[config.mk]
export PLATFORM = sky130hd
export DESIGN_NAME = wb_mem_arbiter
export DESIGN_NICKNAME = d
export VERILOG_FILES = /design/src/rtl/wb_mem_arbiter_pkg.sv /design/src/rtl/wb_mem_arbiter_ibuf_line.sv /design/src/rtl/wb_mem_arbiter.sv
export SDC_FILE = /design/constraint.sdc
export NUM_CORES = 1
export LEC_CHECK = 0
export BUFFER_PORTS_ARGS = -buffer_cell sky130_fd_sc_hd__buf_4
export CORE_MARGIN = 2
export CORE_UTILIZATION = 55
export CTS_CLUSTER_DIAMETER = 100
export DETAILED_ROUTE_END_ITERATION = 16
export PLACE_DENSITY = 0.87
export SLEW_MARGIN = 0
export SYNTH_ARGS = -nofsm -noshare
export SYNTH_HDL_FRONTEND = slang
export SYNTH_SLANG_ARGS = --single-unit
[constraint.sdc]
create_clock -name clk -period 5.8 [get_ports clk]
set_input_delay 0.87 -clock clk [delete_from_list [all_inputs] [get_ports clk]]
set_output_delay 0.87 -clock clk [all_outputs]
set_load 0.02 [all_outputs]
[src/rtl/wb_mem_arbiter_pkg.sv]
// Shared types and constants for the SerV memory arbiter slice.
package mem_pkg;

  localparam int         WADR_W_DEF = 14;
  localparam logic [3:0] SEL_WORD   = 4'hF;

  typedef enum logic [2:0] {
    S_IDLE,
    S_DBUS,
    S_IBUS,
    S_LOCAL,
    S_RELEASE
  } arb_state_t;

endpackage

[src/rtl/wb_mem_arbiter_ibuf_line.sv]
// One-word instruction buffer: tag/data line with hit compare, fill and
// tag-matched invalidate.
module ibuf_line
  import mem_pkg::*;
#(
  parameter int TAG_W = WADR_W_DEF
) (
  input  logic             clk,
  input  logic             rst_n,
  input  logic             i_fill,
  input  logic [TAG_W-1:0] i_fillTag,
  input  logic [31:0]      i_fillData,
  input  logic             i_inval,
  input  logic [TAG_W-1:0] i_invalTag,
  input  logic [TAG_W-1:0] i_lookupTag,
  output logic             o_hit,
  output logic [31:0]      o_data
);

  logic             r_valid;
  logic [TAG_W-1:0] r_tag;
  logic [31:0]      r_data;

  // Fill and invalidate come from different arbiter states, so they never collide.
  always_ff @(posedge clk or negedge rst_n) begin
    if (!rst_n) begin
      r_valid <= 1'b0;
      r_tag   <= '0;
      r_data  <= '0;
    end else if (i_fill) begin
      r_valid <= 1'b1;
      r_tag   <= i_fillTag;
      r_data  <= i_fillData;
    end else if (i_inval && (r_tag == i_invalTag)) begin
      r_valid <= 1'b0;
    end
  end

  assign o_hit  = r_valid && (r_tag == i_lookupTag);
  assign o_data = r_data;

endmodule

[src/rtl/wb_mem_arbiter.sv]
// Arbitrates SerV ibus/dbus onto one Wishbone SRAM slave, answers
// out-of-range accesses locally and caches the last fetched instruction word.
module wb_mem_arbiter
  import mem_pkg::*;
#(
  parameter int WADR_W  = WADR_W_DEF,
  parameter bit IBUF_EN = 1'b1
) (
  input  logic              clk,
  input  logic              rst_n,
  input  logic              i_cyc,
  input  logic [31:0]       i_adr,
  output logic [31:0]       i_rdt,
  output logic              i_ack,
  input  logic              d_cyc,
  input  logic [31:0]       d_adr,
  input  logic              d_we,
  input  logic [31:0]       d_dat,
  input  logic [3:0]        d_sel,
  output logic [31:0]       d_rdt,
  output logic              d_ack,
  output logic              s_cyc,
  output logic [WADR_W-1:0] s_adr,
  output logic              s_we,
  output logic [31:0]       s_dat,
  output logic [3:0]        s_sel,
  input  logic [31:0]       s_rdt,
  input  logic              s_ack
);

  arb_state_t        r_state, w_nextState;
  logic              r_pendI, w_nextPendI;
  logic              r_relHold, w_nextRelHold;
  logic              r_sCyc, w_nextSCyc;
  logic [WADR_W-1:0] r_sAdr, w_nextSAdr;
  logic              r_sWe, w_nextSWe;
  logic [31:0]       r_sDat, w_nextSDat;
  logic [3:0]        r_sSel, w_nextSSel;
  logic [31:0]       r_iRdt, w_nextIRdt;
  logic [31:0]       r_dRdt, w_nextDRdt;
  logic              r_iAck, w_nextIAck;
  logic              r_dAck, w_nextDAck;

  logic              w_dOut, w_iOut;
  logic [WADR_W-1:0] w_dWord, w_iWord;
  logic              w_hit, w_fill, w_inval;
  logic [31:0]       w_bufData;
  logic              w_unusedLsb;

  assign w_dOut      = |d_adr[31:WADR_W+2];
  assign w_iOut      = |i_adr[31:WADR_W+2];
  assign w_dWord     = d_adr[WADR_W+1:2];
  assign w_iWord     = i_adr[WADR_W+1:2];
  assign w_unusedLsb = ^{i_adr[1:0], d_adr[1:0]};

  generate
    if (IBUF_EN) begin : g_ibuf
      ibuf_line #(.TAG_W(WADR_W)) u_ibuf (
        .clk         (clk),
        .rst_n       (rst_n),
        .i_fill      (w_fill),
        .i_fillTag   (r_sAdr),
        .i_fillData  (s_rdt),
        .i_inval     (w_inval),
        .i_invalTag  (w_dWord),
        .i_lookupTag (w_iWord),
        .o_hit       (w_hit),
        .o_data      (w_bufData)
      );
    end else begin : g_nobuf
      logic w_unusedBuf;
      assign w_unusedBuf = w_fill ^ w_inval;
      assign w_hit       = 1'b0;
      assign w_bufData   = '0;
    end
  endgenerate

  always_comb begin
    w_nextState   = r_state;
    w_nextPendI   = r_pendI;
    w_nextRelHold = r_relHold;
    w_nextSCyc    = r_sCyc;
    w_nextSAdr    = r_sAdr;
    w_nextSWe     = r_sWe;
    w_nextSDat    = r_sDat;
    w_nextSSel    = r_sSel;
    w_nextIRdt    = r_iRdt;
    w_nextDRdt    = r_dRdt;
    w_nextIAck    = 1'b0;
    w_nextDAck    = 1'b0;
    w_fill        = 1'b0;
    w_inval       = 1'b0;

    unique case (r_state)
      S_IDLE: begin
        w_nextRelHold = 1'b0;
        if (d_cyc) begin
          w_nextPendI = 1'b0;
          if (w_dOut) begin
            w_nextState = S_LOCAL;
            w_nextDRdt  = '0;
          end else begin
            w_nextState = S_DBUS;
            w_nextSCyc  = 1'b1;
            w_nextSAdr  = w_dWord;
            w_nextSWe   = d_we;
            w_nextSDat  = d_dat;
            w_nextSSel  = d_sel;
            w_inval     = d_we;
          end
        end else if (i_cyc) begin
          w_nextPendI = 1'b1;
          if (w_iOut || w_hit) begin
            w_nextState = S_LOCAL;
            w_nextIRdt  = w_iOut ? 32'h0 : w_bufData;
          end else begin
            w_nextState = S_IBUS;
            w_nextSCyc  = 1'b1;
            w_nextSAdr  = w_iWord;
            w_nextSWe   = 1'b0;
            w_nextSSel  = SEL_WORD;
          end
        end
      end
      S_DBUS, S_IBUS: begin
        if (s_ack) begin
          w_nextState = S_RELEASE;
          w_nextSCyc  = 1'b0;
          if (r_state == S_IBUS) begin
            w_nextIRdt = s_rdt;
            w_nextIAck = 1'b1;
            w_fill     = 1'b1;
          end else begin
            w_nextDRdt = s_rdt;
            w_nextDAck = 1'b1;
          end
        end
      end
      S_LOCAL: begin
        w_nextState = S_RELEASE;
        w_nextIAck  = r_pendI;
        w_nextDAck  = !r_pendI;
      end
      // Wait out the slave's lingering ack, then one more cycle so the
      // just-acked master's stale cyc is not taken as a new request.
      S_RELEASE: begin
        if (!s_ack) begin
          if (r_relHold) w_nextState = S_IDLE;
          else           w_nextRelHold = 1'b1;
        end
      end
      default: w_nextState = S_IDLE;
    endcase
  end

  always_ff @(posedge clk or negedge rst_n) begin
    if (!rst_n) begin
      r_state   <= S_IDLE;
      r_pendI   <= 1'b0;
      r_relHold <= 1'b0;
      r_sCyc    <= 1'b0;
      r_sAdr    <= '0;
      r_sWe     <= 1'b0;
      r_sDat    <= '0;
      r_sSel    <= '0;
      r_iRdt    <= '0;
      r_dRdt    <= '0;
      r_iAck    <= 1'b0;
      r_dAck    <= 1'b0;
    end else begin
      r_state   <= w_nextState;
      r_pendI   <= w_nextPendI;
      r_relHold <= w_nextRelHold;
      r_sCyc    <= w_nextSCyc;
      r_sAdr    <= w_nextSAdr;
      r_sWe     <= w_nextSWe;
      r_sDat    <= w_nextSDat;
      r_sSel    <= w_nextSSel;
      r_iRdt    <= w_nextIRdt;
      r_dRdt    <= w_nextDRdt;
      r_iAck    <= w_nextIAck;
      r_dAck    <= w_nextDAck;
    end
  end

  assign s_cyc = r_sCyc;
  assign s_adr = r_sAdr;
  assign s_we  = r_sWe;
  assign s_dat = r_sDat;
  assign s_sel = r_sSel;
  assign i_rdt = r_iRdt;
  assign i_ack = r_iAck;
  assign d_rdt = r_dRdt;
  assign d_ack = r_dAck;

endmodule

==> flow_metrics.tcl, run 1 <==
set metrics [dict create \
    status "finished, final reports clean" \
    via_per_inst 5.739 \
    diodes 0 \
    syn_avg_cell_area_um2 9.859 \
    io_pins 256 \
    final-hold-violation-count 0 \
    setup_tns_ns 0 \
    irDropWorstVdd_uv 217.3 \
    dieArea_um2 15390 \
    period_share_pct 46.30 \
    core_region_area_um2 13990 \
    synth_warnings 0 \
    die_h_um 124.1 \
    fin_crit_ns 2.686 \
    rsz0062_at_grt "no" \
    gp_congestion 0.8420 \
    p_int_mw 2.953 \
    syn_nets 942 \
    vias 6996 \
    synth.area.top_cells "dfrtp_1 54%, nand2_1 8.3%, mux2_2 7.1%" \
    grt_antenna_before_repair 0 \
    grt_max_degree 88 \
    async_reset_ff_share_pct 100.0 \
    powerDensity_nw_per_um2 455.0 \
    comb_power_share_pct 38.7 \
    rows 43 \
    synthesis.area_um2 7926 \
    worst-slew-pin-transition_ns 1.127 \
    dr.pass1.iters 7 \
    ant_nets 0 \
    cts-root-buf "clkbuf_16" \
    syn_to_final_growth_pct 32.63 \
    die_w_um 124.1 \
    cp-start-kind "input port" \
    ys_seq_area_share_pct 53.67 \
    drv_slew 0 \
    drt_first_iter_violations 627 \
    cp_max_fo 38 \
    synth_cell_types 46 \
    relSlewSlack_pct 24.80 \
    cts_setup_buffers 0 \
    cp.required_ns 6.14 \
    arrival_ns 3.02 \
    synth_cells 804 \
    max_cap_viol_count 0 \
    dp_hpwl_um 14760 \
    post-place-cells 1188 \
    cts_buffer_depth 2 \
    cts_sinks 170 \
    cts_tree "done" \
    insertion_delay_ns 0.43 \
    synth_edf_count 0 \
    start_util_pct 56.66 \
    swShare_pct 38.25 \
    dpl-instance-area_um2 9913 \
    postCtsHoldBufs 0 \
    synth_most_common_cell "nand2_1" \
    switchingPower_mw 1.830 \
    wl_per_cell_um 17.97 \
    wirelength_um 21900 \
    synth_area_leader_cell "dfrtp_1" \
    clk_pin_slew_ns 0.06 \
    path_class "in2reg" \
    pwr-share-seq_pct 37.0 \
    cts_resized 0 \
    hp-class "reg2reg" \
    final.fill_count 986 \
    io_buffers 251 \
    grt_usage_pct 29.20 \
    end_kind "flop" \
    grt_pass1_vias 6988 \
    leakagePower_nw 5.315 \
    synth_commonest_cells "176 x nand2_1, 170 x dfrtp_1, 68 x o21ai_0, 50 x mux2_2, 39 x clkbuf_1" \
    nNetsFinal 1165 \
    area.sequential_um2 4254 \
    finalNonFillerCells 1219 \
    setup_viol 0 \
    ys_ff_latch 170 \
    grt_pass1_wl_um 34440 \
    cts_made_buffers 17 \
    drc_errors 0 \
    multi_input_area_um2 3298 \
    drive_gt1_share_pct 35.32 \
    synth-main-ff-cell "dfrtp_1" \
    gr-total-overflow 0 \
    synth_top_area_share_pct 53.67 \
    clock_skew_ns 0.007974 \
    h-tree-depth 4 \
    clockPowerShare_pct 24.3 \
    max_freq_mhz 372.3 \
    fin_area_um2 10510 \
]
==> critical path, stage by stage <==
cell and delay (ns):
buf_4 0.11, nor4_1 0.30, nand4_1 0.14, buf_4 0.30
nor2_2 0.64, buf_4 0.37, a21oi_1 0.10, a31oi_1 0.18
==> sequential cells by signal (all words and copies together), names as in the netlist <==
signal                 flops
i_ack                      1
s_dat                     32
d_rdt                     32
r_relHold                  1
r_pendI                    1
g_ibuf.u_ibuf.r_valid      1
g_ibuf.u_ibuf.r_tag       14
r_state                    3
d_ack                      1
i_rdt                     32
s_we                       1
g_ibuf.u_ibuf.o_data      32
s_sel                      4
s_cyc                      1
s_adr                     14
==> power by group through the flow <==
stage	registers, mW	clock network [mW]	logic (mW)
after floorplan	2.00	0	0.870
after CTS	1.77	1.18	1.85
after detailed placement	1.79	0	1.84
after global placement	1.77	0	1.79
final	1.77	1.16	1.85
after global routing	1.82	1.22	2.03
==> metal layers <==
layer | part of all wire [%] | up-vias | track usage, %
met5 | 0 | - | 0
met4 | 2.6 | 0 | 12.78
met3 | 9.6 | 47 | 8.196
met2 | 49 | 387 | 46.79
met1 | 39 | 3342 | 37.13
li1 | - | 3220 | -
==> per-stage QoR <==
step | power (mW) | setup slack (ns) | hold WS [ns] | util (%)
after global placement | 3.565 | 2.763 | 0.4503 | 70.87
after global routing | 5.069 | 2.934 | 0.4969 | 75.15
after detailed placement | 3.625 | 2.686 | 0.4560 | 70.87
final | 4.783 | 3.114 | 0.4702 | 75.15
after CTS | 4.794 | 3.122 | 0.4713 | 75.15
after floorplan | 2.869 | 3.357 | 0.4393 | -
==> final timing paths <==
kind | start | endpoint | slack [ns] | depth (start not counted)
worst max register to register | r_state[2]$_DFFE_PN0P_ | i_rdt[31]$_DFFE_PN0P_ | 3.24 | 6
worst max-delay path | i_adr[26] | i_rdt[17]$_DFFE_PN0P_ | 3.11 | 8
max in group asynchronous | rst_n | g_ibuf.u_ibuf.o_data[0]$_DFFE_PN0P_ | 4.13 | 2
worst min register to register | g_ibuf.u_ibuf.o_data[27]$_DFFE_PN0P_ | g_ibuf.u_ibuf.o_data[27]$_DFFE_PN0P_ | 0.47 | 2
worst min-delay path | g_ibuf.u_ibuf.o_data[27]$_DFFE_PN0P_ | g_ibuf.u_ibuf.o_data[27]$_DFFE_PN0P_ | 0.47 | 2
min in group asynchronous | rst_n | i_rdt[6]$_DFFE_PN0P_ | 0.52 | 1
==> layout by cell type (no fill, tap or decap), types with 3 or more instances in the layout <==
cell type and instances:
nor2_1 6, o211ai_1 32, nor4_1 10, nand2_1 176, nand2b_1 5, dfrtp_1 170
o21ai_0 68, mux2_2 50, buf_4 264, nand4_1 7, nand3_1 34, mux2_4 10
a2bb2oi_1 4, clkinv_2 4, xor2_1 4, clkbuf_16 17, o22ai_1 4, a31oi_1 32
bufinv_16 3, inv_1 38, nor3_1 3, xnor2_1 24, a21oi_1 35, and2_1 4
==> layout make-up <==
type / instances / share of cell area [%]
Clock inverter: 11 / 1.357
Clock buffer: 20 / 4.344
Tap cell: 180 / 2.142
Timing Repair Buffer: 265 / 18.96
Inverter: 38 / 1.357
Sequential cell: 170 / 40.47
Multi-Input combinational cell: 535 / 31.37
==> cells by family (layout without fill, tap and decap cells) <==
family | count (synthesis) | count (layout) | share of synthesized area (%)
buffers and inverters | 99 | 334 | 5.209
multiplexers | 62 | 62 | 9.250
XOR/XNOR | 30 | 30 | 3.315
AND/OR/NAND/NOR | 255 | 255 | 14.08
flip-flops | 170 | 170 | 53.67
AO/OA/AOI/OAI | 188 | 188 | 14.48
(Power assumes the default switching activity.)
==> run 2, diff against run 1 <==
--- a/config.mk
+++ b/config.mk
@@ -5,12 +5,13 @@
 export SDC_FILE = /design/constraint.sdc
 export NUM_CORES = 1
 export LEC_CHECK = 0
+export ABC_AREA = 1
 export BUFFER_PORTS_ARGS = -buffer_cell sky130_fd_sc_hd__buf_4
 export CORE_MARGIN = 2
-export CORE_UTILIZATION = 55
+export CORE_UTILIZATION = 46
 export CTS_CLUSTER_DIAMETER = 100
 export DETAILED_ROUTE_END_ITERATION = 16
-export PLACE_DENSITY = 0.87
+export PLACE_DENSITY = 0.78
 export SLEW_MARGIN = 0
 export SYNTH_ARGS = -nofsm -noshare
 export SYNTH_HDL_FRONTEND = slang
==> constraint.sdc (replaced) <==
create_clock -name clk -period 2.4 [get_ports clk]
set_input_delay 0.36 -clock clk [delete_from_list [all_inputs] [get_ports clk]]
set_output_delay 0.36 -clock clk [all_outputs]
set_load 0.02 [all_outputs]
==> flow_metrics.tcl, run 2 <==
set metrics [dict create \
    status "finished, final reports clean" \
    clock_skew_ns 0.01357 \
    reg2regPathDepth 9 \
    rr_startpoint "r_state[0]$_DFFE_PN0P_" \
    drc_errors 0 \
    hp-class "in2reg" \
    grt_antenna_before_repair 0 \
    holdWs_ns 0.1572 \
    post-route-util_pct 63.26 \
    worst_path_most_repeated_cell "nor2_4" \
    setup_viol 0 \
    period_share_pct 82.21 \
    dieArea_um2 17940 \
    cp-start-kind "flop" \
    synthesis.area_um2 7767 \
    fin_area_um2 10450 \
    end_kind "flop" \
    final.fill_count 1393 \
    area.sequential_um2 4254 \
    cp-startpoint "r_state[0]$_DFFE_PN0P_" \
    diodes 0 \
    cp_num_buf_inv 3 \
    synth_top_area_share_pct 54.77 \
    relSlewSlack_pct 64.45 \
    max_freq_mhz 506.8 \
    drv_slew 0 \
    synth_edf_count 0 \
    leakagePower_nw 5.494 \
    insertion_delay_ns 0.42 \
    grt_max_degree 92 \
    cp.depth 9 \
    irDropWorstVdd_uv 649.1 \
    cts_buffer_depth 2 \
    multi_input_area_um2 2977 \
    syn_to_final_growth_pct 34.58 \
    io_pins 256 \
    setup_tns_ns 0 \
    synth.area.top_cells "dfrtp_1 55%, nand2_1 14%, o21ai_0 7.4%" \
    regToRegEndpoint "d_rdt[13]$_DFFE_PN0P_" \
    cts-root-buf "clkbuf_16" \
    final-hold-violation-count 0 \
    dp_hpwl_um 14000 \
    grt_pass1_vias 6602 \
    synth_most_common_cell "nand2_1" \
    rsz0062_at_grt "no" \
    cts_tree "done" \
    async_reset_ff_share_pct 100.0 \
    dpl-instance-area_um2 9841 \
    path_cells "nor2_2 -> inv_2 -> nor2_4 -> inv_6 -> nor2_4 -> a211o_2 -> buf_12 -> nand2_1 -> o21ai_2" \
    gp_congestion 0.8348 \
    arrival_ns 2.32 \
    synth_commonest_cells "280 x nand2_1, 170 x dfrtp_1, 115 x o21ai_0, 65 x inv_1, 40 x nor2_1" \
    start_util_pct 47.01 \
    finalNonFillerCells 1334 \
    drt_first_iter_violations 281 \
    die_h_um 133.9 \
    worst_slack_ns 0.4270 \
    cp_max_fo 52 \
    rows 47 \
    max_cap_viol_count 0 \
    syn_nets 996 \
    critPathSlowestCell "dfrtp_1" \
    synth_warnings 0 \
    synth_cell_types 35 \
    dr.pass1.iters 6 \
    h-tree-depth 4 \
    grt_usage_pct 22.90 \
    synth-main-ff-cell "dfrtp_1" \
    clk_pin_slew_ns 0.07 \
    cp_top_family "simple AND/OR/NAND/NOR gates" \
    fin_crit_ns 1.973 \
    crit_end "d_rdt[13]$_DFFE_PN0P_" \
    ant_nets 0 \
    drive_gt1_share_pct 34.47 \
    worst-slew-pin-transition_ns 0.5332 \
    cts_resized 0 \
    path_class "reg2reg" \
    via_per_inst 4.963 \
    synth_cells 858 \
    cp.required_ns 2.74 \
    vias 6621 \
    post-place-cells 1301 \
    reg2reg_slack_ns 0.43 \
    gr-total-overflow 0 \
    mostFrequentLayoutCells "280 x nand2_1, 259 x buf_4, 170 x dfrtp_1" \
    syn_avg_cell_area_um2 9.053 \
    wl_per_cell_um 14.95 \
    wirelength_um 19940 \
    max_stage_delay_ns 0.42 \
    power_mw 10.65 \
    nNetsFinal 1239 \
    cts_made_buffers 17 \
    synth_area_leader_cell "dfrtp_1" \
    powerDensity_nw_per_um2 1018 \
    ys_seq_area_share_pct 54.77 \
    die_w_um 133.9 \
    dp_slack_ns 0.4395 \
    core_region_area_um2 16520 \
    cts_sinks 170 \
    io_buffers 251 \
    ys_ff_latch 170 \
    final_common_cell "nand2_1" \
    grt_pass1_wl_um 32510 \
]
## run 2: cell families after synthesis
| logic type | after synthesis | synth area share (%) |
|---|---|---|
| mux | 33 | 5.589 |
| flops | 170 | 54.77 |
| buf+inv | 115 | 7.023 |
| simple gates | 374 | 19.85 |
| xor+xnor | 7 | 0.7893 |
| compound gates | 159 | 11.98 |
## run 2: area by class of cell
type                            instances  area share [%]
Clock inverter                         14           1.568
Inverter                               73           2.669
Timing Repair Buffer                  266           19.76
Multi-Input combinational cell        573           28.47
Sequential cell                       170           40.69
Clock buffer                           18           4.201
Tap cell                              220           2.633
## run 2: worst min path at each step
| stage | start | endpoint | slack (ns) | cells past startpoint |
|---|---|---|---|---|
| 5_1_grt | d_dat[18] | s_dat[18]$_DFFE_PN0P_ | 0.14 | 2 |
| 3_3_place_gp | rst_n | d_rdt[9]$_DFFE_PN0P_ | 0.32 | 1 |
| 2_1_floorplan | rst_n | d_ack$_DFF_PN0_ | 0.06 | 0 |
| 6_report | s_rdt[25] | g_ibuf.u_ibuf.o_data[25]$_DFFE_PN0P_ | 0.16 | 3 |
| 4_1_cts | s_rdt[21] | g_ibuf.u_ibuf.o_data[21]$_DFFE_PN0P_ | 0.14 | 3 |
| 3_5_place_dp | rst_n | d_rdt[6]$_DFFE_PN0P_ | 0.32 | 1 |
## run 2: per-layer routing
| metal | up-vias | track usage [%] | routed length (µm) |
|---|---|---|---|
| met1 | 3124 | 28.76 | 8164 |
| met5 | - | 0 | 0 |
| met4 | 0 | 5.851 | 176 |
| met3 | 14 | 7.559 | 1808 |
| li1 | 3235 | - | - |
| met2 | 248 | 38.32 | 9794 |
## run 2: repair_timing
item                       CTS  global route
setup buffers                0             0
setup endpoints to repair    0             0
hold endpoints to repair    41             0
hold buffers                 1             0
## run 2: power by group
part	switching, mW	internal [mW]
Combinational	2.46	1.45
Clock	1.22	1.51
Sequential	0.376	3.63
Total	4.06	6.59
## run 2: worst register-to-register path: stages (launching register included)
cell	delay (ns)
dfrtp_1	0.42
nor2_2	0.13
inv_2	0.07
nor2_4	0.16
inv_6	0.07
nor2_4	0.16
a211o_2	0.34
buf_12	0.33
nand2_1	0.14
o21ai_2	0.07
